### config.mk
export PLATFORM = sky130hd
export DESIGN_NAME = t05_sram_arbiter
export DESIGN_NICKNAME = d
export VERILOG_FILES = /design/src/rtl/t05_sram_pkg.sv /design/src/rtl/t05_rr_picker.sv /design/src/rtl/t05_sram_arbiter.sv
export SDC_FILE = /design/constraint.sdc
export NUM_CORES = 1
export LEC_CHECK = 0
export BUFFER_PORTS_ARGS = -buffer_cell sky130_fd_sc_hd__buf_4
export CORE_AREA = 3 3 222 224
export CTS_CLUSTER_SIZE = 24
export DETAILED_ROUTE_END_ITERATION = 10
export DIE_AREA = 0 0 225 227
export REMOVE_ABC_BUFFERS = 1
export SLEW_MARGIN = 15
export SYNTH_ARGS = -nofsm -noshare
export SYNTH_HDL_FRONTEND = slang
export SYNTH_SLANG_ARGS = --single-unit
export TNS_END_PERCENT = 100
### constraint.sdc
create_clock -name clk -period 4.7 [get_ports clk]
set_input_delay 0.94 -clock clk [delete_from_list [all_inputs] [get_ports clk]]
set_output_delay 0.94 -clock clk [all_outputs]
set_load 0.01 [all_outputs]
### src/rtl/t05_sram_pkg.sv
// Shared definitions for the SRAM arbiter: FSM states, default timeout, channel indices.
// Latency: n/a (types and constants only).
// Backpressure: n/a.
// Contents: state_t enum, DEF_TIMEOUT, IDX_W/SEL_W widths, channel index constants, wrap_inc helper.
package t05_sram_pkg;

  typedef enum logic [2:0] {
    ST_IDLE      = 3'd0,
    ST_ISSUE     = 3'd1,
    ST_WAIT_ACK  = 3'd2,
    ST_WAIT_DONE = 3'd3,
    ST_COMPLETE  = 3'd4
  } state_t;

  localparam int DEF_TIMEOUT = 255;
  localparam int IDX_W       = 3;
  localparam int SEL_W       = 4;

  // Client channel indices
  localparam logic [IDX_W-1:0] CH_HIST  = 3'd0;
  localparam logic [IDX_W-1:0] CH_FLV   = 3'd1;
  localparam logic [IDX_W-1:0] CH_HTREE = 3'd2;
  localparam logic [IDX_W-1:0] CH_CB    = 3'd3;
  localparam logic [IDX_W-1:0] CH_TRN   = 3'd4;
  localparam logic [IDX_W-1:0] CH_SPI   = 3'd5;

  // Increment a channel index modulo n.
  function automatic logic [IDX_W-1:0] wrap_inc(input logic [IDX_W-1:0] idx, input int n);
    wrap_inc = (int'(idx) >= n - 1) ? '0 : idx + 1'b1;
  endfunction

endpackage

### src/rtl/t05_rr_picker.sv
// Combinational grant picker: first set request at or after a start index (or lowest index).
// Latency: 0 cycles, purely combinational.
// Backpressure: none; o_vld simply reflects whether any request is set.
// Ports: i_req request vector, i_start search origin, i_mode 1=rotate from i_start / 0=from 0,
//        o_idx winning channel, o_vld a winner exists.
module t05_rr_picker
  import t05_sram_pkg::*;
#(
  parameter int NUM_CH = 6
) (
  input  logic [NUM_CH-1:0] i_req,
  input  logic [IDX_W-1:0]  i_start,
  input  logic              i_mode,
  output logic [IDX_W-1:0]  o_idx,
  output logic              o_vld
);

  logic [IDX_W-1:0] w_base;
  logic [IDX_W:0]   w_pos;

  always_comb begin
    w_base = i_mode ? i_start : '0;
    w_pos  = '0;
    o_idx  = '0;
    o_vld  = 1'b0;
    // Walk offsets from farthest to nearest so the nearest requester is written last and wins.
    for (int k = NUM_CH - 1; k >= 0; k--) begin
      w_pos = {1'b0, w_base} + (IDX_W+1)'(k);
      if (w_pos >= (IDX_W+1)'(NUM_CH)) begin
        w_pos = w_pos - (IDX_W+1)'(NUM_CH);
      end
      if (i_req[w_pos[IDX_W-1:0]]) begin
        o_vld = 1'b1;
        o_idx = w_pos[IDX_W-1:0];
      end
    end
  end

endmodule

### src/rtl/t05_sram_arbiter.sv
// Arbitrates NUM_CH clients onto one wishbone-manager command port, one transaction at a time.
// Latency: request to ch_done is 5 cycles minimum (IDLE, ISSUE, WAIT_ACK, WAIT_DONE, COMPLETE).
// Backpressure: clients hold ch_req until ch_done; manager paces via busy_i; each wait phase times out.
// Ports: clk/rst; ch_req/ch_we/ch_addr/ch_wdata/ch_sel client side; ch_gnt/ch_done/ch_err/rdata_o
//        client responses; write_o/read_o/addr_o/wdata_o/sel_o/rdata_i/busy_i manager side; active_ch.
module t05_sram_arbiter
  import t05_sram_pkg::*;
#(
  parameter int NUM_CH  = 6,
  parameter int ADDR_W  = 32,
  parameter int DATA_W  = 32,
  parameter int TIMEOUT = DEF_TIMEOUT,
  parameter int RR_MODE = 1
) (
  input  logic                      clk,
  input  logic                      rst,
  input  logic [NUM_CH-1:0]         ch_req,
  input  logic [NUM_CH-1:0]         ch_we,
  input  logic [NUM_CH*ADDR_W-1:0]  ch_addr,
  input  logic [NUM_CH*DATA_W-1:0]  ch_wdata,
  input  logic [NUM_CH*SEL_W-1:0]   ch_sel,
  output logic [NUM_CH-1:0]         ch_gnt,
  output logic [NUM_CH-1:0]         ch_done,
  output logic [NUM_CH-1:0]         ch_err,
  output logic [DATA_W-1:0]         rdata_o,
  output logic                      write_o,
  output logic                      read_o,
  output logic [ADDR_W-1:0]         addr_o,
  output logic [DATA_W-1:0]         wdata_o,
  output logic [SEL_W-1:0]          sel_o,
  input  logic [DATA_W-1:0]         rdata_i,
  input  logic                      busy_i,
  output logic [IDX_W-1:0]          active_ch
);

  localparam int               TMO_W    = $clog2(TIMEOUT + 1);
  localparam logic [TMO_W-1:0] TMO_LAST = TMO_W'(TIMEOUT - 1);

  state_t             r_state;
  state_t             w_next_state;
  logic [IDX_W-1:0]   r_gnt_idx;
  logic [IDX_W-1:0]   r_last;
  logic [IDX_W-1:0]   w_start;
  logic [IDX_W-1:0]   w_pick_idx;
  logic               w_pick_vld;
  logic               w_tmo_hit;
  logic               w_tmo_fire;
  logic               r_we;
  logic               r_err;
  logic [TMO_W-1:0]   r_tmo_cnt;
  logic [NUM_CH-1:0]  w_gnt_oh;
  logic [ADDR_W-1:0]  r_addr;
  logic [DATA_W-1:0]  r_wdata;
  logic [SEL_W-1:0]   r_sel;
  logic [DATA_W-1:0]  r_rdata;

  assign w_start   = wrap_inc(r_last, NUM_CH);
  assign w_tmo_hit = (r_tmo_cnt == TMO_LAST);
  assign w_gnt_oh  = NUM_CH'(1) << r_gnt_idx;
  assign addr_o    = r_addr;
  assign wdata_o   = r_wdata;
  assign sel_o     = r_sel;
  assign rdata_o   = r_rdata;

  t05_rr_picker #(
    .NUM_CH (NUM_CH)
  ) u_picker (
    .i_req   (ch_req),
    .i_start (w_start),
    .i_mode  (RR_MODE != 0),
    .o_idx   (w_pick_idx),
    .o_vld   (w_pick_vld)
  );

  always_ff @(posedge clk) begin
    if (rst) begin
      r_state <= ST_IDLE;
    end else begin
      r_state <= w_next_state;
    end
  end

  always_comb begin
    w_next_state = r_state;
    w_tmo_fire   = 1'b0;
    ch_gnt       = '0;
    ch_done      = '0;
    ch_err       = '0;
    write_o      = 1'b0;
    read_o       = 1'b0;
    active_ch    = '0;
    case (r_state)
      ST_IDLE: begin
        if (w_pick_vld) w_next_state = ST_ISSUE;
      end
      ST_ISSUE: begin
        write_o      = r_we;
        read_o       = !r_we;
        w_next_state = ST_WAIT_ACK;
      end
      // A manager response in the last allowed cycle takes priority over the timeout.
      ST_WAIT_ACK: begin
        if (busy_i) begin
          w_next_state = ST_WAIT_DONE;
        end else if (w_tmo_hit) begin
          w_next_state = ST_COMPLETE;
          w_tmo_fire   = 1'b1;
        end
      end
      ST_WAIT_DONE: begin
        if (!busy_i) begin
          w_next_state = ST_COMPLETE;
        end else if (w_tmo_hit) begin
          w_next_state = ST_COMPLETE;
          w_tmo_fire   = 1'b1;
        end
      end
      ST_COMPLETE: begin
        ch_done      = w_gnt_oh;
        ch_err       = r_err ? w_gnt_oh : '0;
        w_next_state = ST_IDLE;
      end
      default: w_next_state = ST_IDLE;
    endcase
    if (r_state != ST_IDLE) begin
      ch_gnt    = w_gnt_oh;
      active_ch = r_gnt_idx;
    end
  end

  always_ff @(posedge clk) begin
    if (rst) begin
      r_gnt_idx <= '0;
      r_last    <= IDX_W'(NUM_CH - 1);
      r_we      <= 1'b0;
      r_addr    <= '0;
      r_wdata   <= '0;
      r_sel     <= '0;
      r_rdata   <= '0;
      r_err     <= 1'b0;
      r_tmo_cnt <= '0;
    end else begin
      // Command fields are captured on the grant edge so they are valid during ISSUE
      // and stay put until the next grant.
      if (r_state == ST_IDLE && w_pick_vld) begin
        r_gnt_idx <= w_pick_idx;
        r_we      <= ch_we[w_pick_idx];
        r_addr    <= ch_addr[w_pick_idx*ADDR_W +: ADDR_W];
        r_wdata   <= ch_wdata[w_pick_idx*DATA_W +: DATA_W];
        r_sel     <= ch_sel[w_pick_idx*SEL_W +: SEL_W];
      end
      if (r_state == ST_WAIT_DONE && !busy_i && !r_we) begin
        r_rdata <= rdata_i;
      end
      if (r_state == ST_COMPLETE) begin
        r_last <= r_gnt_idx;
      end
      r_err <= w_tmo_fire;
      // Counter runs only while staying in a wait state, so it restarts at 0 on every entry.
      if ((r_state == ST_WAIT_ACK || r_state == ST_WAIT_DONE) && w_next_state == r_state) begin
        r_tmo_cnt <= r_tmo_cnt + 1'b1;
      end else begin
        r_tmo_cnt <= '0;
      end
    end
  end

endmodule

==> impl_metrics.tcl, run 1 <==
set metrics [dict create \
    numCtsBuffers 17 \
    routedWlPerCell_um 23.04 \
    place_ws_ns -0.1131 \
    min_from "rdata_o[14]" \
    rows 80 \
    drc 0 \
    clk_latency_ns 0.49 \
    required_ns 5.13 \
    relSlewSlack 0.2773 \
    clock.fmax_mhz 223.7 \
    worst_slack_ns 0.2290 \
    ios 578 \
    finClkSkew_ns 0.01761 \
    p_leak_nw 6.807 \
    synth-edff-count 0 \
    dieWidth_um 225 \
    fin_crit_ns 4.471 \
    setup-tns-final_ns 0 \
    startpoint "r_last[0]" \
    vias 14620 \
    total_power_mw 4.336 \
    status "complete, no violations" \
    die_area_um2 51080 \
    hold_viol_final 0 \
    arrival_ns 4.90 \
    power_density_nw_per_um2 261.4 \
    drive_above_1_share 0.3798 \
    htreeDepth 4 \
    grt-ovfl-total 0 \
    yosysWarnings 0 \
    drv_cap 0 \
    grt_pass1_wl_mm 85.42 \
    antenna_found_initial 8 \
    crit_chain "ha_1 > buf_4 > nor3_4 > a21oi_1 > inv_2 > ha_1 > nor2b_1 > a21oi_2 > or4_1 > a21oi_4 > a211oi_4 > a31oi_4 > and2_4 > buf_16 > o21ai_1 > a211o_1 > nand3_1" \
    ys_types 76 \
    clock_sinks 119 \
    cp_top_family "compound AO/OA/AOI/OAI gates" \
    yosysSeqAreaShare 0.2250 \
    syn_to_final_growth_pct 56.63 \
    worstMarginPinSlew_ns 1.081 \
    netlist_area_um2 10590 \
    worstSetupStartpointType "register" \
    core_area_um2 47550 \
    path_clk_slew_ns 0.07 \
    place_inst 2541 \
    reg2reg_setup_slack_ns 0.23 \
    r2r-start "r_last[0]" \
    gp_congestion 0.8990 \
    worstPathMaxFanout 67 \
    netlist_top_cells_area "dfxtp_1 (22%), nand3_1 (10%), o21ai_0 (6.9%)" \
    synthCells 1438 \
    post-dp-hpwl_mm 44.01 \
    synth.largest_area_cell "dfxtp_1" \
    root_buffer "clkbuf_16" \
    crit_type "reg -> reg" \
    cts_max_path_buffers 2 \
    initial_utilization 0.2227 \
    synthFlopType "dfxtp_1" \
    fin_util 0.3488 \
    seq_area_um2 2384 \
    wl_mm 59.62 \
    num-fill-cells 4999 \
    via_per_inst 5.648 \
    ir_drop_v 0.0002251 \
    syn-mean-instance-area_um2 7.364 \
    crit_path_frequent_cell "ha_1" \
    finalSetupViolCount 0 \
    synth_seq_cells 119 \
    io_buffers 577 \
    synth_top_area_share 0.2250 \
    final_max_slew_viol_count 0 \
    multiInputGateArea_um2 7527 \
    cpPeakStageDelay_ns 0.59 \
    rsz0062_at_grt "no" \
    ant_nets 0 \
    layout.nets 2418 \
    grt_use_total 0.2184 \
    first_pass_iters 6 \
    drt-initial-drc-count 1134 \
    cts_tree "built" \
    grt_max_degree 71 \
    async_flop_share 0 \
    hold_path.class "reg -> reg" \
    post-route-period-util 0.9513 \
    dieHeight_um 227 \
    path_buf_inv 3 \
    first_global_vias 14350 \
    cpMaxStageDelayCell "or4_1" \
    stdcell_count 2588 \
    endpoint_kind "register" \
]
## stage by stage
step	area [um^2]	hold slack, ns
global route	16580	0.4708
floorplan	9833	0.4525
global placement	15870	0.4434
finish	16590	0.4572
detailed placement	15870	0.4499
CTS	16470	0.4586
## metal layers
metal	GRT usage	routed length, um	share of wire
met1	0.2568	22770	0.38
met2	0.3707	28650	0.48
met3	0.06357	6015	0.10
met4	0.09740	2189	0.037
met5	0	0	0
## cells by family (layout without fill, tap and decap cells)
family,Yosys count,after routing,synth area share
buf+inv,183,709,0.07633
mux,6,6,0.005908
flops,119,119,0.2250
compound gates,613,613,0.4348
other cells,0,9,0
xor+xnor,7,7,0.005790
simple gates,498,498,0.2380
fa+ha+maj,12,12,0.01418
## registers in the layout, indices dropped and copies added, names as in the netlist
signal     count
addr_o        32
r_err          1
r_gnt_idx      3
r_last         3
r_state        3
r_tmo_cnt      8
r_we           1
rdata_o       32
sel_o          4
wdata_o       32
## worst min-delay path: stages, from the launching register on
cell	delay, ns
dfxtp_1	0.31
nand2_1	0.05
a21oi_1	0.05
## final timing paths
path,cells after the start,to
max reg2reg,17,wdata_o[3]
max,17,wdata_o[3]
min reg2reg,2,rdata_o[14]
min,2,rdata_o[14]
## cell type report
cell class / count / area share
multi-input cells: 1136 / 0.4538
repair buffers: 663 / 0.3165
flip-flops and latches: 119 / 0.1437
well taps: 615 / 0.04639
clock buffers: 17 / 0.02565
clock inverters: 15 / 0.009354
inverters: 14 / 0.003168
diodes: 9 / 0.001358
## cells in the mapped netlist, types with 3 or more instances
cell type	count
nand3_1	220
o21ai_0	146
dfxtp_1	119
clkbuf_1	107
nand2_1	96
or3_1	73
a21boi_0	71
a311o_1	70
a211o_1	69
a32oi_1	69
o21bai_1	69
a21oi_1	54
nor2_1	42
buf_2	30
buf_4	20
ha_1	12
inv_1	12
nand2b_1	12
buf_1	10
nor3_1	10
o211ai_1	9
nor2b_1	7
and2_1	6
nand4_1	6
or2_2	6
xor2_1	6
a21o_1	5
a21oi_2	5
a211oi_1	4
mux2i_1	4
and3_1	3
nand3b_1	3
o211ai_2	3
o31ai_1	3
or4_1	3
## layout by cell type (no fill, tap or decap), drive strengths merged, types with 7 or more instances in the layout
cell type | Yosys | final
nor2 | 42 | 42
diode | 0 | 9
a21boi | 73 | 73
or3 | 74 | 74
ha | 12 | 12
nand3 | 220 | 220
nand2 | 97 | 97
o21bai | 69 | 69
o211ai | 12 | 12
nor3 | 11 | 11
nand2b | 12 | 12
a32oi | 69 | 69
o21ai | 148 | 148
inv | 14 | 24
a211o | 69 | 69
dfxtp | 119 | 119
clkbuf | 108 | 17
a21oi | 59 | 59
a311o | 70 | 70
buf | 61 | 663
nor2b | 7 | 7
## report_power, final
part | internal [mW] | total, mW | switching [mW] | leakage [nW]
combinational | 0.813 | 1.71 | 0.897 | 5.55
clock | 0.706 | 1.36 | 0.658 | 0.277
sequential | 1.16 | 1.26 | 0.104 | 0.977
## timing repair
item | in CTS | in global routing
pin swaps | 1 | 5
gates resized for setup | 4 | 14
endpoints found under the setup margin | 6 | 77
hold endpoints to repair | 0 | 0
setup buffers | 1 | 5
hold buffers | 0 | 0
Note: power is estimated with default switching activity, not from simulation.
==> inputs of run 2 (changes only) <==
==> constraint.sdc (replaced) <==
create_clock -name clk -period 5.05 [get_ports clk]
set_input_delay 1.01 -clock clk [delete_from_list [all_inputs] [get_ports clk]]
set_output_delay 1.01 -clock clk [all_outputs]
set_load 0.05 [all_outputs]
==> run 2 against run 1 <==
Fmax is 4.3% lower. Hold slack worse by 0.00063 ns. Register-to-register slack better by 0.15 ns. Highest routed layer is now met5.
==> impl_metrics.tcl, run 2 (synthesized netlist as in run 1, its figures left out) <==
set metrics [dict create \
    crit_chain "buf_4 > ha_1 > nor2b_1 > a21oi_1 > inv_1 > ha_1 > nor2b_1 > a21oi_1 > or4_1 > a21oi_2 > a211oi_4 > a31oi_4 > buf_12 > a21boi_0 > a32oi_1 > or3_1 > nand3_1" \
    clock.fmax_mhz 214.1 \
    initial_utilization 0.2227 \
    cts_tree "built" \
    setup-tns-final_ns 0 \
    p_seq_frac 0.262 \
    total_power_mw 4.470 \
    drc 0 \
    multiInputGateArea_um2 7482 \
    final_max_slew_viol_count 0 \
    clock_sinks 119 \
    pwr-share-clk 0.296 \
    via_per_inst 5.618 \
    hold_path.class "reg -> reg" \
    worstSetupStartpointType "register" \
    cts_hold_buf 0 \
    dieHeight_um 227 \
    die_area_um2 51080 \
    vias 14330 \
    hold_viol_final 0 \
    post-route-period-util 0.9251 \
    place_ws_ns 0.3686 \
    arrival_ns 5.04 \
    core_area_um2 47550 \
    endpoint_kind "register" \
    final_common_cell "buf_4" \
    cpMaxStageDelayCell "or4_1" \
    drive_above_1_share 0.3663 \
    worstMarginPinSlew_ns 1.070 \
    swShare 0.4258 \
    first_global_vias 13760 \
    dieWidth_um 225 \
    crit_type "reg -> reg" \
    status "complete, no violations" \
    clk_latency_ns 0.49 \
    drv_cap 0 \
    syn_to_final_growth_pct 53.62 \
    drt-initial-drc-count 1056 \
    num-fill-cells 5043 \
    finalSetupViolCount 0 \
    post-dp-hpwl_mm 43.20 \
    seq_area_um2 2382 \
    combinationalPowerShare 0.442 \
    routedWlPerCell_um 23.00 \
    fin_crit_ns 4.672 \
    cpPeakStageDelay_ns 0.54 \
    ant_nets 0 \
    relSlewSlack 0.2848 \
    wl_mm 58.68 \
    layout.nets 2387 \
    cts_max_path_buffers 2 \
    grt_pass1_wl_mm 83.82 \
    p_int_mw 2.567 \
    grt-ovfl-total 0 \
    rows 80 \
    fin_util 0.3421 \
    most-common-layout-cells "buf_4 (614), nand3_1 (219), o21ai_0 (146)" \
    ir_drop_v 0.0002364 \
    worstPathMaxFanout 69 \
    grt_max_degree 74 \
    power_density_nw_per_um2 274.8 \
    io_buffers 577 \
    root_buffer "clkbuf_16" \
    path_clk_slew_ns 0.06 \
    p_leak_nw 6.655 \
    worst_slack_ns 0.3783 \
    gp_congestion 0.8999 \
    first_pass_iters 5 \
    antenna_found_initial 7 \
    required_ns 5.41 \
    ios 578 \
    htreeDepth 4 \
    p_sw_mw 1.903 \
    grt_use_total 0.2162 \
    numCtsBuffers 17 \
    finClkSkew_ns 0.01941 \
    rsz0062_at_grt "no" \
]
## run 2: cell type report
cell class | count | area share
Antenna cell | 3 | 0.0004615
Clock buffer | 17 | 0.02615
Clock inverter | 15 | 0.01092
Inverter | 14 | 0.003231
Multi-Input combinational cell | 1136 | 0.4600
Sequential cell | 119 | 0.1464
Tap cell | 615 | 0.04730
Timing Repair Buffer | 632 | 0.3055
## run 2: repair_timing
action	CTS	global route
setup endpoints to repair	0	4
setup buffers	0	1
resized for setup	0	1
hold endpoints to repair	0	0
## run 2: path summary, 6_finish.rpt
check              from           to  slack [ns]  cells after the start
max reg2reg   r_last[1]  wdata_o[25]        0.38                     17
min          rdata_o[0]   rdata_o[0]        0.46                      2
min reg2reg  rdata_o[0]   rdata_o[0]        0.46                      2
max           r_last[1]  wdata_o[25]        0.38                     17
## run 2: metal layers
metal / global-route usage / vias up / part of all wire
met5: 0 / - / 0.00097
met4: 0.09288 / 8 / 0.036
met3: 0.06989 / 124 / 0.097
met2: 0.3542 / 811 / 0.47
met1: 0.2617 / 6859 / 0.39
li1: - / 6529 / -
## run 2: critical path: cells and delay by family (launching register included)
kind | cells | cell delay (ns)
compound gates | 7 | 1.54
fa+ha+maj | 2 | 0.61
buf+inv | 3 | 0.78
flops | 1 | 0.34
simple gates | 5 | 1.23
## run 2: power groups by stage
stage                     logic, mW  registers [mW]  clock network [mW]
after floorplan               0.666            1.62                   0
after global placement         1.95            1.18                   0
after detailed placement       1.97            1.19                   0
after CTS                      1.97            1.17                1.36
after global routing           2.09            1.19                1.40
final                          1.97            1.17                1.32
## run 2: metrics by stage
step	hold slack, ns	cells	area [um^2]
after floorplan	0.4525	1269	9833
after global placement	0.4438	2515	15650
after detailed placement	0.4498	2515	15650
after CTS	0.4586	2547	16250
after global routing	0.4799	2550	16260
final	0.4566	2551	16270
==> inputs of run 3 (changes only) <==
GPL_TIMING_DRIVEN = 0   (was default)
==> run 3 against run 2 <==
Global-route usage up 1.3 points. Sequential power is essentially flat. Cell count up 0.51%. Via count is 2.9% higher. Sequential share of layout area fell by 0.50 points. Count of clock-buffer cells in the layout up 1. Core utilization up 1.4 points. Critical path type unchanged. Largest cell class unchanged. Largest power group unchanged.
==> impl_metrics.tcl, run 3 (synthesized netlist as in run 1, its figures left out) <==
set metrics [dict create \
    ios 578 \
    grt_use_total 0.2294 \
    num-fill-cells 5003 \
    drc 0 \
    vias 14740 \
    fin_crit_ns 4.881 \
    relSlewSlack 0.2620 \
    endpoint_kind "register" \
    drive_above_1_share 0.3808 \
    first_pass_iters 5 \
    root_buffer "clkbuf_16" \
    design_area_um2 16910 \
    ant_nets 0 \
    min_path_cells 2 \
    clk_latency_ns 0.48 \
    hold_viol_final 0 \
    numCtsBuffers 17 \
    antenna_found_initial 7 \
    drv_cap 0 \
    clock_sinks 119 \
    core_area_um2 47550 \
    ir_drop_v 0.0002216 \
    grt_pass1_wl_mm 88.84 \
    setup-tns-final_ns 0 \
    dieWidth_um 225 \
    cts_tree "built" \
    crit_type "reg -> reg" \
    seq_area_um2 2391 \
    status "complete, no violations" \
    final_common_cell "buf_4" \
    rsz0062_at_grt "no" \
    rows 80 \
    place_inst 2493 \
    post-dp-hpwl_mm 43.18 \
    stdcell_count 2564 \
    routedWlPerCell_um 24.56 \
    arrival_ns 5.30 \
    required_ns 5.47 \
    grt-ovfl-total 0 \
    cts_hold_buf 0 \
    placed_area_um2 15790 \
    syn_to_final_growth_pct 59.68 \
    dieHeight_um 227 \
    worstSetupStartpointType "register" \
    clock.fmax_mhz 204.9 \
    multiInputGateArea_um2 7700 \
    layout.nets 2400 \
    worstMarginPinSlew_ns 1.104 \
    cts_max_path_buffers 2 \
    post-route-period-util 0.9666 \
    worstPathMaxFanout 31 \
    final_max_slew_viol_count 0 \
    wl_mm 62.97 \
    p_leak_nw 6.889 \
    initial_utilization 0.2227 \
    path_clk_slew_ns 0.07 \
    gp_congestion 0.9185 \
    finClkSkew_ns 0.01466 \
    io_buffers 577 \
    via_per_inst 5.749 \
    power_density_nw_per_um2 264.8 \
    htreeDepth 4 \
    reg2reg_depth 19 \
    grt_max_degree 74 \
    finalSetupViolCount 0 \
    most-common-layout-cells "buf_4 (600), nand3_1 (219), o21ai_0 (144)" \
    total_power_mw 4.478 \
    whs_ns 0.4543 \
    hold_path.class "reg -> reg" \
    die_area_um2 51080 \
    first_global_vias 14320 \
    drt-initial-drc-count 1165 \
]
==> run 3: worst max-delay path, stage by stage (launching register included) <==
cell and delay, ns:
dfxtp_4 0.47, inv_1 0.15, ha_1 0.37, inv_1 0.12, a21oi_4 0.26, inv_2 0.12
ha_1 0.26, nor2b_1 0.16, a2111o_1 0.43, and2_1 0.22, o311ai_4 0.41, a21boi_4 0.11
buf_12 0.16, buf_4 0.18, nand2_8 0.18, buf_16 0.25, bufbuf_16 0.40, nand3_1 0.11
a311o_1 0.36, nand3_1 0.08
==> run 3: final timing paths <==
check        slack (ns)           to        start
max                0.17  wdata_o[17]    r_last[0]
min                0.45  rdata_o[27]  rdata_o[27]
max reg2reg        0.17  wdata_o[17]    r_last[0]
min reg2reg        0.45  rdata_o[27]  rdata_o[27]
==> run 3: where the power goes <==
group | internal (mW) | switching (mW) | total (mW)
Combinational | 0.783 | 1.27 | 2.05
Clock | 0.700 | 0.558 | 1.26
Sequential | 1.08 | 0.0913 | 1.17
Total | 2.56 | 1.92 | 4.48
==> run 3: cell type report <==
class                      instances  area share
inverter                          14    0.003404
clock inverter                    14    0.008362
clock buffer                      18     0.02597
antenna                            3   0.0004440
tap                              615     0.04551
multi-input combinational       1144      0.4554
timing repair buffer             637      0.3195
sequential                       119      0.1414
==> run 3: through the flow <==
stage	util	setup slack, ns
floorplan	-	-3.919
global placement	0.3141	-12.71
detailed placement	0.3321	-1.385
CTS	0.3513	0.009345
global route	0.3556	0.007522
finish	0.3556	0.1686
==> run 3: metal layers <==
metal  track usage  up-vias  wire (um)
li1              -     6569          -
met5             0        -         68
met4       0.09268        8       2411
met3       0.08253      149       6721
met2        0.3870      934      30060
met1        0.2658     7081      23710
==> run 3: repair_timing <==
action | CTS | global route
setup buffers | 15 | 11
endpoints found under the setup margin | 80 | 78
cloned | 7 | 3
resized for setup | 20 | 20
pin swaps | 9 | 6
